==> src/rtl/period_meter_pkg.sv <==
// Purpose : shared constants and FSM state type for the period meter.
// Latency : n/a (declarations only).
// Backpressure: n/a.
// Contents: default counter width, averaging depth, FSM state encoding.
package period_meter_pkg;

  localparam int CNT_W_DEF   = 24;
  // Number of periods summed per result in averaging builds.
  localparam int AVG_PERIODS = 4;
  localparam int AVG_SHIFT   = $clog2(AVG_PERIODS);

  typedef enum logic [1:0] {
    ST_IDLE    = 2'd0,
    ST_ARMED   = 2'd1,
    ST_MEASURE = 2'd2,
    ST_DONE    = 2'd3
  } state_t;

endpackage

==> src/rtl/period_meter_edge_sync.sv <==
// Purpose : synchronise an async input and emit a one-cycle rising-edge pulse.
// Latency : rise asserts STAGES+1 clock cycles after the d transition.
// Backpressure: none; pulses are not stored.
// Ports   : clock, rst (async active-low), d (async input), rise (1-cycle pulse).
module edge_sync #(
  parameter int STAGES = 2
) (
  input  logic clock,
  input  logic rst,
  input  logic d,
  output logic rise
);

  // pipe[STAGES-1:0] is the synchroniser, pipe[STAGES] the history bit.
  logic [STAGES:0] pipe;
  // fill tracks how far valid samples have propagated since reset, so a level
  // that is already high at release is not mistaken for a rising edge.
  logic [STAGES:0] fill;

  always_ff @(posedge clock or negedge rst) begin
    if (!rst) begin
      pipe <= '0;
      fill <= '0;
      rise <= 1'b0;
    end else begin
      pipe <= {pipe[STAGES-1:0], d};
      fill <= {fill[STAGES-1:0], 1'b1};
      rise <= fill[STAGES] & pipe[STAGES-1] & ~pipe[STAGES];
    end
  end

endmodule

==> src/rtl/period_meter.sv <==
// Purpose : measure clock cycles between consecutive rising edges of sig_in.
// Latency : result written the cycle the closing edge pulse is seen (SYNC_STAGES+1 after the pin edge).
// Backpressure: valid/period/timeout held until ack; start ignored while busy or holding a result.
// Ports   : clock, rst (async active-low), sig_in (async), start, ack ->
//           busy, valid, period[CNT_W-1:0], timeout (qualified by valid).
// Config  : define PERIOD_METER_AVG_EN to average over AVG_PERIODS consecutive periods.
module period_meter
  import period_meter_pkg::*;
#(
  parameter int CNT_W       = CNT_W_DEF,
  parameter int SYNC_STAGES = 2            // must be >= 2
) (
  input  logic             clock,
  input  logic             rst,
  input  logic             sig_in,
  input  logic             start,
  input  logic             ack,
  output logic             busy,
  output logic             valid,
  output logic [CNT_W-1:0] period,
  output logic             timeout
);

  state_t state;
  logic   rise;

  edge_sync #(
    .STAGES (SYNC_STAGES)
  ) u_edge_sync (
    .clock (clock),
    .rst   (rst),
    .d     (sig_in),
    .rise  (rise)
  );

`ifdef PERIOD_METER_AVG_EN
  localparam int              ACC_W    = CNT_W + AVG_SHIFT;
  localparam logic [ACC_W-1:0] ACC_ONE  = ACC_W'(1);
  localparam logic [ACC_W-1:0] ACC_MAX  = '1;
  localparam logic [ACC_W-1:0] ACC_NEAR = ACC_MAX - ACC_ONE;
  localparam logic [AVG_SHIFT-1:0] LAST_PER = AVG_SHIFT'(AVG_PERIODS - 1);

  // acc keeps counting straight through intermediate edges, so on the final
  // edge it holds the sum of all AVG_PERIODS periods.
  logic [ACC_W-1:0]     acc;
  logic [AVG_SHIFT-1:0] n_per;   // edges seen inside MEASURE
`else
  localparam logic [CNT_W-1:0] CNT_ONE  = CNT_W'(1);
  localparam logic [CNT_W-1:0] CNT_MAX  = '1;
  localparam logic [CNT_W-1:0] CNT_NEAR = CNT_MAX - CNT_ONE;

  logic [CNT_W-1:0] cnt;
`endif

  assign busy = (state == ST_ARMED) || (state == ST_MEASURE);

  always_ff @(posedge clock or negedge rst) begin
    if (!rst) begin
      state   <= ST_IDLE;
      valid   <= 1'b0;
      period  <= '0;
      timeout <= 1'b0;
`ifdef PERIOD_METER_AVG_EN
      acc     <= '0;
      n_per   <= '0;
`else
      cnt     <= '0;
`endif
    end else begin
      case (state)
        ST_IDLE: begin
          if (start) state <= ST_ARMED;
        end

        // The arming edge opens the window; it counts as cycle 1 of the period.
        ST_ARMED: begin
          if (rise) begin
            state <= ST_MEASURE;
`ifdef PERIOD_METER_AVG_EN
            acc   <= ACC_ONE;
            n_per <= '0;
`else
            cnt   <= CNT_ONE;
`endif
          end
        end

        ST_MEASURE: begin
`ifdef PERIOD_METER_AVG_EN
          if (rise && (n_per == LAST_PER)) begin
            period  <= acc[ACC_W-1:AVG_SHIFT];
            timeout <= 1'b0;
            valid   <= 1'b1;
            state   <= ST_DONE;
          end else if (acc == ACC_NEAR) begin
            // Saturate instead of wrapping; report all ones.
            acc     <= ACC_MAX;
            period  <= '1;
            timeout <= 1'b1;
            valid   <= 1'b1;
            state   <= ST_DONE;
          end else begin
            acc <= acc + ACC_ONE;
            if (rise) n_per <= n_per + AVG_SHIFT'(1);
          end
`else
          if (rise) begin
            period  <= cnt;
            timeout <= 1'b0;
            valid   <= 1'b1;
            state   <= ST_DONE;
          end else if (cnt == CNT_NEAR) begin
            // Saturate instead of wrapping; report all ones.
            cnt     <= CNT_MAX;
            period  <= CNT_MAX;
            timeout <= 1'b1;
            valid   <= 1'b1;
            state   <= ST_DONE;
          end else begin
            cnt <= cnt + CNT_ONE;
          end
`endif
        end

        // A start arriving together with ack re-arms without passing IDLE.
        ST_DONE: begin
          if (ack) begin
            valid <= 1'b0;
            state <= start ? ST_ARMED : ST_IDLE;
          end
        end

        default: state <= ST_IDLE;
      endcase
    end
  end

endmodule

==> config.mk <==
export PLATFORM = sky130hd
export DESIGN_NAME = period_meter
export DESIGN_NICKNAME = d
export VERILOG_FILES = /design/src/rtl/period_meter_pkg.sv /design/src/rtl/period_meter_edge_sync.sv /design/src/rtl/period_meter.sv
export SDC_FILE = /design/constraint.sdc
export NUM_CORES = 1
export LEC_CHECK = 0
export CAP_MARGIN = 10
export CORE_MARGIN = 1.5
export CORE_UTILIZATION = 55
export DETAILED_ROUTE_END_ITERATION = 12
export GPL_ROUTABILITY_DRIVEN = 0
export PLACE_DENSITY_LB_ADDON = 0.15
export SLEW_MARGIN = 25
export SYNTH_ARGS = -nofsm -noshare
export SYNTH_HDL_FRONTEND = slang
export SYNTH_HIERARCHICAL = 1
export SYNTH_SLANG_ARGS = --single-unit
==> constraint.sdc <==
create_clock -name clock -period 2.7 [get_ports clock]
set_input_delay 0.54 -clock clock [delete_from_list [all_inputs] [get_ports clock]]
set_output_delay 0.54 -clock clock [all_outputs]
set_load 0.05 [all_outputs]
; Word level (Yosys, flattened, before mapping)
; Index checks and enable logic that the tools add are counted.
[word_totals]
ff_bits = 59
latchBits = 0
mem_bits_rw = 0
rom_bits = 0
input_bits = 5
wordCells = 48
n_memories = 0
[op_classes]
addsub = 1
multipliers = 0
n_div = 0
order_cmp = 0
n_eq_ne = 9
shift = 0
mux = 18
bitwise_logic = 3
reduce_logical = 9
[op_table]
columns = op, n
row1 = 24-bit two-way mux, 5
row2 = 24-bit one-hot mux with 2 select lines, 1
row3 = "24-bit by 1-bit adder with 24-bit output, second input constant", 1
row4 = "24-bit equality test, second input constant", 1
row5 = 2-bit two-way mux, 5
row6 = 2-bit one-hot mux with 4 select lines, 1
row7 = "2-bit != test, second input constant", 3
row8 = 3-bit AND reduction, 2
row9 = 2-bit nonzero test, 3
row10 = 1-bit two-way mux, 5
row11 = "2-bit equality test, second input constant", 2
row12 = 4-bit AND reduction, 1
row13 = "3-bit by 1-bit != test with 1-bit output, second input constant", 1
row14 = 1-bit bitwise AND, 2
row15 = "2-bit by 1-bit equality test with 1-bit output, second input constant", 1
row16 = 2-bit zero test, 1
row17 = "2-bit by 1-bit != test with 1-bit output, second input constant", 1
row18 = 1-bit one-hot mux with 2 select lines, 1
row19 = 2-bit AND reduction, 1
row20 = 1-bit logical OR, 1
row21 = 1-bit inverter, 1

; Logic depth before layout (Yosys ltp)
[depth]
word_depth = 4
mapped_depth = 8

; By module
; The synthesis kept the hierarchy.
[modules_own_cells]
columns = mod, instances, cells_per_inst, area_each_um2, seq_area_each_um2
row1 = period_meter, 1, 250, 2601.2, 1301.2
row2 = edge_sync, 1, 9, 187.7, 175.2

; Least setup slack after synthesis
; Ideal clock, no wire load.
[synth_timing]
path_type = reg-to-reg
startpoint = register state[0]
endpoint = register cnt[14]
setup_ns = 0.131
arrival_time_ns = 1.810
required_ns = 2.569
path_slack_ns = 0.760
stages_incl_launch_ff = 7
period_less_slack_ns = 1.940
cell_sequence = dfrtp_1 -> ha_1 -> or3b_1 -> nor4_1 -> nand3_1 -> nand3_1 -> o211ai_1
[synth_via]
elab_chain_cells = 3
[synth_rtl]
columns = item, line_no
row1 = from (decl), period_meter.sv:24  ; state_t state;
row2 = from (signal assigned), period_meter.sv:129  ; state <= start ? ST_ARMED : ST_IDLE;
row3 = 2-bit equality test / 2-bit by 1-bit equality test with 1-bit output (equally long branches), period_meter.sv:70  ; case (state)
row4 = "2-bit != test (no line), or another cell as far along", --
row5 = 3-bit AND reduction (no line), --
row6 = to (signal assigned), period_meter.sv:120  ; cnt <= cnt + CNT_ONE;
row7 = to (decl), period_meter.sv:52  ; logic [CNT_W-1:0] cnt;
; Several ways; a longest one is shown, not always the timed one.
; A chain may end at the register's enable or synchronous reset.

; Final worst setup path
[layout_timing]
startpoint = register state[0]
endpoint = output busy
[layout_via]
elab_chain_cells = 2
[layout_rtl]
columns = item, line_no
row1 = 2-bit by 1-bit equality test with 1-bit output / 2-bit equality test (equally long branches), period_meter.sv:55  ; assign busy = (state == ST_ARMED) || (state == ST_MEASURE);
row2 = 1-bit logical OR (*), period_meter.sv:55
row3 = to (decl), period_meter.sv:18  ; output logic busy,
; Every way passes the cells marked *; elsewhere a longest branch is shown, timed or not.

==> reports/results.ini <==
[outcome]
status = finished, final reports clean

[synthesis]
synth_edf_count = 0
yosysTopAreaCellShare = 0.529
synth_cell_types = 54
synth_xor_area_frac = 0
yosysTopAreaCell = dfrtp_1
synthTopCellsByArea = dfrtp_1 53%, o22a_1 7.5%, nand2_1 3.5%
synth-seq-cells = 59
synth_top_family_by_area = compound AO/OA/AOI/OAI gates
synth_fa_ha_area_frac = 0.0269
synth_nets = 270
synthCells = 259
synth_compound_area_frac = 0.217
syn_avg_cell_area_um2 = 10.8
yosysSeqAreaShare = 0.529
yosys.area_share.simple = 0.193
netlist_area_um2 = 2790
synthFlopType = dfrtp_1
yosys_warnings = 6
muxShareOfSynthArea = 0
async_reset_ff_frac = 1.00

[worst_setup_path]
worstSetupPathType = reg2out
slowest_delay_ns = 0.80
r2r-start = state[0]
startpoint = state[0]
crit_required_ns = 2.16
start_kind = flop
crit_family = buffers and inverters
critPathArrivalTime_ns = 1.95
worstPathMaxFanout = 6
slowest_stage = clkdlybuf4s50_1
end_kind = primary output
reg2reg_depth = 6
crit_buf_inv = 2
worstPathCellList = inv_1 -> ha_1 -> clkdlybuf4s50_1
cp.depth = 3

[min_path]
holdCritPathClass = in2async

[cts]
clockBufferDepth = 2
clock_latency_ns = 0.34
ctsResizeCount = 0
cts_tree = done
hold_buffers = 0
htree_levels = 3
cts-root-buf = clkbuf_8
cts_sinks = 59
numCtsBuffers = 9
postCtsSetupRepairBufs = 0
clk_pin_slew_worst_paths_ns = 0.06

[layout]
final_core_util = 0.695
regArea_um2 = 1480
final_cell_mix = 59 x dfrtp_1, 30 x clkdlybuf4s50_1, 26 x nand2_1
nets = 306
syn_to_final_growth_pct = 20.1
layout-drive-gt1-share = 0.117
multi_input_area_um2 = 1220
num_antenna_cells = 0
layout_commonest_cell = dfrtp_1
nFillCells = 392

[floorplanning]
die_w_um = 74.2
coreArea_um2 = 4820
die_h_um = 74.2
die_area_um2 = 5510
io_pins = 32
initial_core_util = 0.579
row_count = 25

[place]
post-place-ws_ns = 0.350
portBuffers = 31
dp.final_hpwl_mm = 4.14

[pwr]
internal_power_uw = 2210
sw_frac_of_total = 0.432
irDropWorstVdd_uv = 906
p_switching_uw = 1680
p_clk_frac = 0.198
seqPwrFrac = 0.343
comb_power_share = 0.459
p_leak_uw = 0.00141
p_per_area_nw_per_um2 = 1160

[timing]
relSlewSlack = 0.488
rsz0062_at_grt = no
min_period_ns = 2.49
clock_skew_ns = 0.00645
setup_tns_ns = 0
period_share = 0.922
hold_viol_final = 0
slew_viol_final = 0
setup_viol = 0
fmax_mhz = 402
hold_slack_ns = 0.252
tightest_slew_ns = 0.765
setup_ws_ns = 0.211

[grt]
grt_busiest_layer = met2
grt_pass1_wl_mm = 10.7
antenna_found_initial = 0
grt_util_met1 = 0.373
grt_usage = 0.260
use_met2 = 0.382
grt_overflow = 0
grt_pass1_vias = 2150
gr-usage-met3 = 0.0461
grt_max_degree = 33

[detailed_routing]
drc = 0
vias_per_cell = 6.19
antenna_left = 0
avgRoutedWirePerCell_um = 17.1
drt_iter0_markers = 193
dr.pass1.iters = 5
vias = 2258
wl_mm = 6.23

[job]
max_cap_violations = 0

-- per-stage QoR --
| stage | total power, uW | cells | instance area, um2 |
|---|---|---|---|
| 2_1_floorplan | 2550 | 259 | 2790 |
| 3_5_place_dp | 3130 | 351 | 3170 |
| 5_1_grt | 4080 | 365 | 3350 |
| 3_3_place_gp | 3110 | 351 | 3170 |
| 4_1_cts | 3910 | 365 | 3350 |
| 6_report | 3890 | 365 | 3350 |
-- state kept, by name, summed over array words and instances (netlist names) --
signal / count
cnt: 24
period: 24
state: 2
timeout: 1
u_edge_sync/fill: 3
u_edge_sync/pipe: 3
u_edge_sync/rise: 1
valid: 1
-- cells in the mapped netlist (2+ instances only) --
cell and number:
dfrtp_1 59, nand2_1 26, o22a_1 24, o21ai_0 12
nor2_1 11, nor3_1 10, a21oi_1 9, nand3_1 8
a31oi_1 7, clkbuf_1 7, inv_1 7, o211ai_1 7
ha_1 6, nor4_1 6, nand4_1 5, a211oi_1 3
and4_1 3, buf_2 3, buf_4 3, o311ai_0 3
a221o_1 2, a311oi_1 2, a31o_2 2, and2_1 2
nand3_2 2, o21a_1 2
-- power by group through the flow --
stage | sequential (uW) | clock, uW | combinational [uW]
6_report | 1340 | 770 | 1790
5_1_grt | 1370 | 805 | 1900
4_1_cts | 1340 | 776 | 1800
3_5_place_dp | 1350 | 0 | 1780
3_3_place_gp | 1340 | 0 | 1770
2_1_floorplan | 1970 | 0 | 586
-- worst paths after layout --
check                                           end  slack, ns
worst min-delay path            u_edge_sync/pipe[2]       0.25
worst max register to register              cnt[14]       0.26
min in group clock              u_edge_sync/pipe[1]       0.35
worst max-delay path                           busy       0.21
max in group asynchronous                 period[3]       1.78
worst min register to register  u_edge_sync/pipe[1]       0.35
-- metal layers --
layer  share of wire  vias to the layer above
met2            0.43                       59
met5               0                        -
met1            0.49                     1120
met3           0.046                       14
li1                -                     1065
met4           0.025                        0
-- layout make-up --
type,instances,area share
Timing Repair Buffer,38,0.107
Multi-Input combinational cell,180,0.365
Inverter,7,0.00785
Clock inverter,3,0.0120
Tap cell,67,0.0250
Clock buffer,11,0.0422
Sequential cell,59,0.441
-- cell families after synthesis --
kind of cell               count (synthesis)
AOI/OAI and AO/OA                         81
DFF                                       59
and+or+nand+nor                           92
buffers and inverters                     20
other                                      1
adders and majority gates                  6
Power figures use the tool's default switching activity.
